`src/rtl/output_sram_arbiter_if.sv`:
```
// output_sram_arbiter_if: requester-side and SRAM-controller-side signals of the arbiter
//   req/req_we/req_addr/req_wdata  per-requester request, direction, 14-bit word address, write data
//   ack/err/rdata                  one-hot completion pulse, error flag, read data
//   busy                           arbiter not idle
//   w_en/r_en/w_addr/r_addr/w_d    issue pulses, address and write data to the SRAM controller
//   w_done/d_ready/r_d             completion strobes and read data from the SRAM controller
interface output_sram_arbiter_if #(
   parameter int NUM_REQ = 4
);
   logic [NUM_REQ-1:0]       req, req_we, ack;
   logic [NUM_REQ-1:0][13:0] req_addr;
   logic [NUM_REQ-1:0][63:0] req_wdata;
   logic                     err, busy, w_en, r_en, w_done, d_ready;
   logic [63:0]              rdata, w_d, r_d;
   logic [31:0]              w_addr, r_addr;
   modport slave (
      input  req, req_we, req_addr, req_wdata, w_done, d_ready, r_d,
      output ack, err, rdata, busy, w_en, r_en, w_addr, r_addr, w_d
   );
   modport master (
      output req, req_we, req_addr, req_wdata, w_done, d_ready, r_d,
      input  ack, err, rdata, busy, w_en, r_en, w_addr, r_addr, w_d
   );
endinterface

```
`src/rtl/output_sram_arbiter.sv`:
```
// output_sram_arbiter: round-robin arbiter of NUM_REQ requesters onto one SRAM controller
//   clock  rising-edge clock
//   reset  synchronous active-high reset
//   bus    output_sram_arbiter_if slave modport (requester and controller signals, busy)
module output_sram_arbiter #(
   parameter int NUM_REQ  = 4,
   parameter int TIMEOUT  = 16,
   parameter int NUM_ROWS = 6
) (
   input logic                  clock,
   input logic                  reset,
   output_sram_arbiter_if.slave bus
);
   localparam int IW = NUM_REQ > 1 ? $clog2(NUM_REQ) : 1;
   typedef enum logic [1:0] {IDLE, ISSUE, WAIT, RESP} state_t;
   state_t             state_q, state_d;
   logic [IW-1:0]      last_q, last_d, win_q, win_d, pick;
   logic               found, bad_row, done, we_q, we_d;
   logic [13:0]        addr_q, addr_d;
   logic [63:0]        wdata_q, wdata_d, rdata_q, rdata_d;
   logic [4:0]         cnt_q, cnt_d;
   logic [NUM_REQ-1:0] ack_q, ack_d;
   logic               err_q, err_d, busy_q, busy_d, w_en_q, w_en_d, r_en_q, r_en_d;
   // search starts one past the previous winner so every port gets a turn
   always_comb begin
      pick  = last_q;
      found = 1'b0;
      for (int i = 1; i <= NUM_REQ; i++) begin
         if (!found && bus.req[(int'(last_q) + i) % NUM_REQ]) begin
            pick  = IW'((int'(last_q) + i) % NUM_REQ);
            found = 1'b1;
         end
      end
   end
   assign bad_row = 32'(bus.req_addr[pick][13:11]) >= NUM_ROWS;
   // only the strobe matching the latched direction completes the transfer
   assign done = we_q ? bus.w_done : bus.d_ready;
   always_comb begin
      state_d = state_q;
      last_d  = last_q;
      win_d   = win_q;
      we_d    = we_q;
      addr_d  = addr_q;
      wdata_d = wdata_q;
      err_d   = err_q;
      rdata_d = rdata_q;
      cnt_d   = state_q == WAIT ? cnt_q + 5'd1 : 5'd0;
      case (state_q)
         IDLE: if (found) begin
            state_d = bad_row ? RESP : ISSUE;
            last_d  = pick;
            win_d   = pick;
            we_d    = bus.req_we[pick];
            addr_d  = bus.req_addr[pick];
            wdata_d = bus.req_wdata[pick];
            if (bad_row) begin
               err_d   = 1'b1;
               rdata_d = '0;
            end
         end
         ISSUE: state_d = WAIT;
         WAIT: if (done || cnt_q == 5'(TIMEOUT - 1)) begin
            state_d = RESP;
            err_d   = !done;
            rdata_d = (done && !we_q) ? bus.r_d : '0;
         end
         default: state_d = IDLE;
      endcase
      // outputs are registered from the next state so they line up with it
      ack_d  = state_d == RESP ? NUM_REQ'(1) << win_d : '0;
      busy_d = state_d != IDLE;
      w_en_d = state_d == ISSUE && we_d;
      r_en_d = state_d == ISSUE && !we_d;
   end
   always_ff @(posedge clock) begin
      if (reset) begin
         state_q <= IDLE;
         last_q  <= IW'(NUM_REQ - 1);
         win_q   <= '0;
         we_q    <= 1'b0;
         addr_q  <= '0;
         wdata_q <= '0;
         rdata_q <= '0;
         cnt_q   <= '0;
         ack_q   <= '0;
         err_q   <= 1'b0;
         busy_q  <= 1'b0;
         w_en_q  <= 1'b0;
         r_en_q  <= 1'b0;
      end else begin
         state_q <= state_d;
         last_q  <= last_d;
         win_q   <= win_d;
         we_q    <= we_d;
         addr_q  <= addr_d;
         wdata_q <= wdata_d;
         rdata_q <= rdata_d;
         cnt_q   <= cnt_d;
         ack_q   <= ack_d;
         err_q   <= err_d;
         busy_q  <= busy_d;
         w_en_q  <= w_en_d;
         r_en_q  <= r_en_d;
      end
   end
   assign bus.ack    = ack_q;
   assign bus.err    = err_q;
   assign bus.rdata  = rdata_q;
   assign bus.busy   = busy_q;
   assign bus.w_en   = w_en_q;
   assign bus.r_en   = r_en_q;
   assign bus.w_addr = {18'd0, addr_q};
   assign bus.r_addr = {18'd0, addr_q};
   assign bus.w_d    = wdata_q;
endmodule
```
`src/flat_wrapper.sv`:
```
// flat-port wrapper written by rule: the top's interface ports become plain ports
module output_sram_arbiter_flat 
#(
   parameter int NUM_REQ  = 4,
   parameter int TIMEOUT  = 16,
   parameter int NUM_ROWS = 6
)
  (clock, reset, bus_req, bus_req_we, bus_req_addr, bus_req_wdata, bus_w_done, bus_d_ready, bus_r_d, bus_ack, bus_err, bus_rdata, bus_busy, bus_w_en, bus_r_en, bus_w_addr, bus_r_addr, bus_w_d);
  output_sram_arbiter_if #(.NUM_REQ(NUM_REQ)) bus_i ();
  input logic clock;
  input logic reset;
  input wire logic [$bits(bus_i.req)-1:0] bus_req;
  input wire logic [$bits(bus_i.req_we)-1:0] bus_req_we;
  input wire logic [$bits(bus_i.req_addr)-1:0] bus_req_addr;
  input wire logic [$bits(bus_i.req_wdata)-1:0] bus_req_wdata;
  input wire logic [$bits(bus_i.w_done)-1:0] bus_w_done;
  input wire logic [$bits(bus_i.d_ready)-1:0] bus_d_ready;
  input wire logic [$bits(bus_i.r_d)-1:0] bus_r_d;
  output wire logic [$bits(bus_i.ack)-1:0] bus_ack;
  output wire logic [$bits(bus_i.err)-1:0] bus_err;
  output wire logic [$bits(bus_i.rdata)-1:0] bus_rdata;
  output wire logic [$bits(bus_i.busy)-1:0] bus_busy;
  output wire logic [$bits(bus_i.w_en)-1:0] bus_w_en;
  output wire logic [$bits(bus_i.r_en)-1:0] bus_r_en;
  output wire logic [$bits(bus_i.w_addr)-1:0] bus_w_addr;
  output wire logic [$bits(bus_i.r_addr)-1:0] bus_r_addr;
  output wire logic [$bits(bus_i.w_d)-1:0] bus_w_d;
  assign bus_i.req = bus_req;
  assign bus_i.req_we = bus_req_we;
  assign bus_i.req_addr = bus_req_addr;
  assign bus_i.req_wdata = bus_req_wdata;
  assign bus_i.w_done = bus_w_done;
  assign bus_i.d_ready = bus_d_ready;
  assign bus_i.r_d = bus_r_d;
  assign bus_ack = bus_i.ack;
  assign bus_err = bus_i.err;
  assign bus_rdata = bus_i.rdata;
  assign bus_busy = bus_i.busy;
  assign bus_w_en = bus_i.w_en;
  assign bus_r_en = bus_i.r_en;
  assign bus_w_addr = bus_i.w_addr;
  assign bus_r_addr = bus_i.r_addr;
  assign bus_w_d = bus_i.w_d;
  output_sram_arbiter #(.NUM_REQ(NUM_REQ), .TIMEOUT(TIMEOUT), .NUM_ROWS(NUM_ROWS)) u_core (.clock(clock), .reset(reset), .bus(bus_i));
endmodule
```
`config.mk`:
```
export PLATFORM = sky130hd
export DESIGN_NAME = output_sram_arbiter_flat
export DESIGN_NICKNAME = d
export VERILOG_FILES = /design/src/rtl/output_sram_arbiter_if.sv /design/src/rtl/output_sram_arbiter.sv /design/src/flat_wrapper.sv
export SDC_FILE = /design/constraint.sdc
export NUM_CORES = 1
export LEC_CHECK = 0
export CAP_MARGIN = 5
export CORE_AREA = 3 3 230 232
export CTS_CLUSTER_DIAMETER = 30
export DETAILED_ROUTE_END_ITERATION = 7
export DIE_AREA = 0 0 233 235
export PLACE_DENSITY_LB_ADDON = 0.08
export REMOVE_ABC_BUFFERS = 1
export SYNTH_ARGS = -nofsm -noshare
export SYNTH_HDL_FRONTEND = slang
export SYNTH_SLANG_ARGS = --single-unit
```
`constraint.sdc`:
```
create_clock -name clock -period 4.79 [get_ports clock]
set_clock_uncertainty 0.2 [all_clocks]
set_input_delay 0.479 -clock clock [delete_from_list [all_inputs] [get_ports clock]]
set_output_delay 0.479 -clock clock [all_outputs]
set_load 0.005 [all_outputs]
```
==> impl_metrics.json <==
{
  "number_of_antenna_violations_at_the_first_check_in_global_routing": 18,
  "path_class": "input port to register",
  "setup_tns_ns": 0,
  "worst_ir_drop_vdd_mv": 0.4006,
  "total_power_w": 0.007818,
  "postSynthRegisterBits": 162,
  "routedWlPerCell_um": 19.20,
  "area_overhead_of_the_layout_relative_to_synthesis_pct": 75.41,
  "detailroute.via_count": 10020,
  "synth.yosys.seq_area_share_pct": 37.32,
  "highest_count_cells_in_the_layout_ignoring_fill_and_taps": "sky130_fd_sc_hd__clkdlybuf4s50_1, sky130_fd_sc_hd__nand2_1, sky130_fd_sc_hd__nand3_1, sky130_fd_sc_hd__dfxtp_1, sky130_fd_sc_hd__a21oi_1",
  "hpwlAfterDp_um": 35010,
  "drc": 0,
  "hold_buffers_post_cts": 0,
  "top_reg_cell_synth": "sky130_fd_sc_hd__dfxtp_1",
  "root_buffer": "sky130_fd_sc_hd__clkbuf_16",
  "tritoncts": "yes",
  "cts_made_buffers": 17,
  "start_util_pct": 16.97,
  "htree_num_levels": 4,
  "slew_viol_final": 0,
  "finalCritPeriodShare_pct": 63.93,
  "critical_path.max_stage_delay_ns": 0.47,
  "critical_path_end_type": "register",
  "synth_enable_flop_cells": 0,
  "num-nets-final": 2149,
  "dp_worst_setup_slack_ns": 1.217,
  "power.sequential.fraction_pct": 25.1,
  "final_period_minus_worst_setup_slack_ns": 3.062,
  "power.net_switching_w": 0.003335,
  "first_pass_iters": 4,
  "postCtsSetupRepairBufs": 0,
  "async_reset_ff_share_pct": 0,
  "postRouteAntennaNets": 0,
  "cts_buffer_depth": 2,
  "cts.sinks": 162,
  "pin_count_of_the_biggest_net_entering_global_routing": 119,
  "grt_use_total_pct": 16.85,
  "critical-path-slowest-cell": "sky130_fd_sc_hd__clkdlybuf4s50_1",
  "postLayoutCoreUtil_pct": 29.78,
  "category_of_cells_accounting_for_the_largest_share_of_critical_path_delay": "buffers and inverters",
  "via_per_inst": 4.086,
  "hold_class": "input port to register",
  "crit_required_ns": 5.00,
  "setup_viol": 0,
  "cp.buffers_inverters": 2,
  "floorplan.core_area_mm2": 0.05120,
  "num_rows": 83,
  "drtIter0Drc": 411,
  "port_buffers": 551,
  "cts_resized": 0,
  "worstPathCellList": "clkdlybuf4s50_1 > nor2b_1 > o21a_1 > or3_4 > mux4_2 > nand3_2 > a21oi_4 > buf_12 > mux2i_1",
  "max_clock_freq_mhz": 326.5,
  "dieWidth_um": 233,
  "place_area_mm2": 0.01467,
  "cp.arrival_ns": 3.27,
  "combinationalPowerShare_pct": 57.0,
  "synth_area_per_cell_um2": 6.779,
  "total_leakage_power_nw": 5.843,
  "number_of_global_route_vias_before_repair": 10330,
  "finalWorstSetupSlack_ns": 1.728,
  "yosysWarningCount": 0,
  "netlist_area_mm2": 0.008691,
  "syn_inst": 1282,
  "clock_latency_reported_for_the_late_side_of_the_worst_skew_pair_ns": 0.47,
  "grt_pass1_wl_um": 68320,
  "power_switching_share_pct": 42.66,
  "max_cap_violations": 0,
  "grt_setup_unrepaired": "false",
  "tightestPinTransition_ns": 0.9986,
  "place_congestion": 0.7865,
  "power_per_cell_area_mw_per_mm2": 512.8,
  "status": "complete, no violations",
  "drive_gt1_share_pct": 3.454,
  "crit_path_start_kind": "input port",
  "power_report.internal_total_w": 0.004483,
  "leftover_overflow_at_the_end_of_global_routing": 0,
  "design.portCount": 588,
  "wirelength_um": 47050,
  "die_area_mm2": 0.05476,
  "relSlewSlack_pct": 33.27,
  "netlist-cell-type-count": 41,
  "layout_commonest_cell": "sky130_fd_sc_hd__clkdlybuf4s50_1",
  "die-height_um": 235,
  "timing.critical_path.fanout_max": 36,
  "clk_pin_slew_ns": 0.07,
  "finalInstanceArea_mm2": 0.01524,
  "hold_viol": 0,
  "clkPwrFrac_pct": 17.9
}
-- path summary, 6_finish.rpt --
| check | startpoint | to | slack [ns] | cells after the start |
|---|---|---|---|---|
| worst min register to register | u_core.cnt_q[0]$_SDFF_PP0_ | u_core.cnt_q[0]$_SDFF_PP0_ | 0.25 | 1 |
| worst max register to register | u_core.state_q[0]$_SDFF_PP0_ | u_core.bus.ack[1]$_SDFF_PP0_ | 1.83 | 7 |
| worst min-delay path | reset | u_core.win_q[1]$_SDFF_PP0_ | 0.20 | 2 |
| worst max-delay path | bus_req[3] | u_core.bus.rdata[18]$_SDFFE_PP0P_ | 1.73 | 9 |
-- worst reg2reg max path, cell delays in order (launching register included) --
cell and delay, ns:
sky130_fd_sc_hd__dfxtp_1 0.33, sky130_fd_sc_hd__inv_1 0.08, sky130_fd_sc_hd__ha_1 0.37, sky130_fd_sc_hd__nor2b_4 0.86, sky130_fd_sc_hd__buf_12 0.37, sky130_fd_sc_hd__o21bai_1 0.17
sky130_fd_sc_hd__or3b_1 0.42, sky130_fd_sc_hd__nor2_1 0.10
-- metrics by stage --
step / hold WS (ns) / cells
6_report: 0.2032 / 2451
4_1_cts: 0.1529 / 2446
2_1_floorplan: 0.2176 / 1169
5_1_grt: 0.1818 / 2449
3_3_place_gp: 0.2340 / 2417
3_5_place_dp: 0.2355 / 2417
-- synthesized netlist by cell type (all sizes together) (2+ instances only) --
cell type	instances	share of area (%)
nand2	522	23
nand3	233	13
dfxtp	162	37
clkbuf	83	3.6
a21oi	81	4.7
buf	65	5.5
mux2i	64	7.4
nor2	18	0.78
inv	7	0.30
ha	5	0.72
o21ai	5	0.29
nor2b	4	0.29
and3	3	0.22
nand2b	3	0.22
a221o	2	0.23
a31oi	2	0.14
mux4	2	0.52
nor3	2	0.12
o21a	2	0.17
-- layout make-up --
type	instances	area [um^2]
fill	5627	35950
clock buffer	19	452.9
clock inverter	10	110.1
multi-input combinational	1000	4821
antenna	5	12.51
timing repair buffer	568	5728
inverter	7	26.28
sequential	162	3243
tap	680	850.8
-- cell families after synthesis --
logic type,synth area share (%)
AND/OR/NAND/NOR,38.30
AO/OA/AOI/OAI,6.133
adder cells (fa/ha/maj),0.7198
flip-flops,37.32
buffers and inverters,9.401
XOR/XNOR,0.2016
other,0.04315
multiplexers,7.889
-- layer usage --
layer  part of all wire (%)  wire length (um)  up-vias  track usage (%)
li1                       -                 -     5065                -
met1                     39             18510     4526            18.65
met2                     49             23050      350            28.95
met3                    9.9              4638       52            8.002
met4                    1.5               697       22            4.181
met5                   0.34               161        -                0
-- power groups by stage --
| stage | combinational (W) | clock, W | sequential [W] |
|---|---|---|---|
| after global placement | 0.00462 | 0 | 0.00198 |
| after global routing | 0.00496 | 0.00152 | 0.00202 |
| after detailed placement | 0.00460 | 0 | 0.00199 |
| after floorplan | 0.00261 | 0 | 0.00199 |
| final | 0.00446 | 0.00140 | 0.00196 |
| after CTS | 0.00461 | 0.00148 | 0.00197 |
-- flip-flops by register name, summed over array words and instances, names as in the netlist --
signal	flops
u_core.we_q	1
u_core.addr_q	14
u_core.bus.w_d	64
u_core.bus.r_en	1
u_core.bus.rdata	64
u_core.bus.busy	1
u_core.last_q	2
u_core.bus.err	1
u_core.state_q	2
u_core.win_q	2
u_core.bus.ack	4
u_core.bus.w_en	1
u_core.cnt_q	5
No activity file was read; power rests on OpenSTA's default activity.
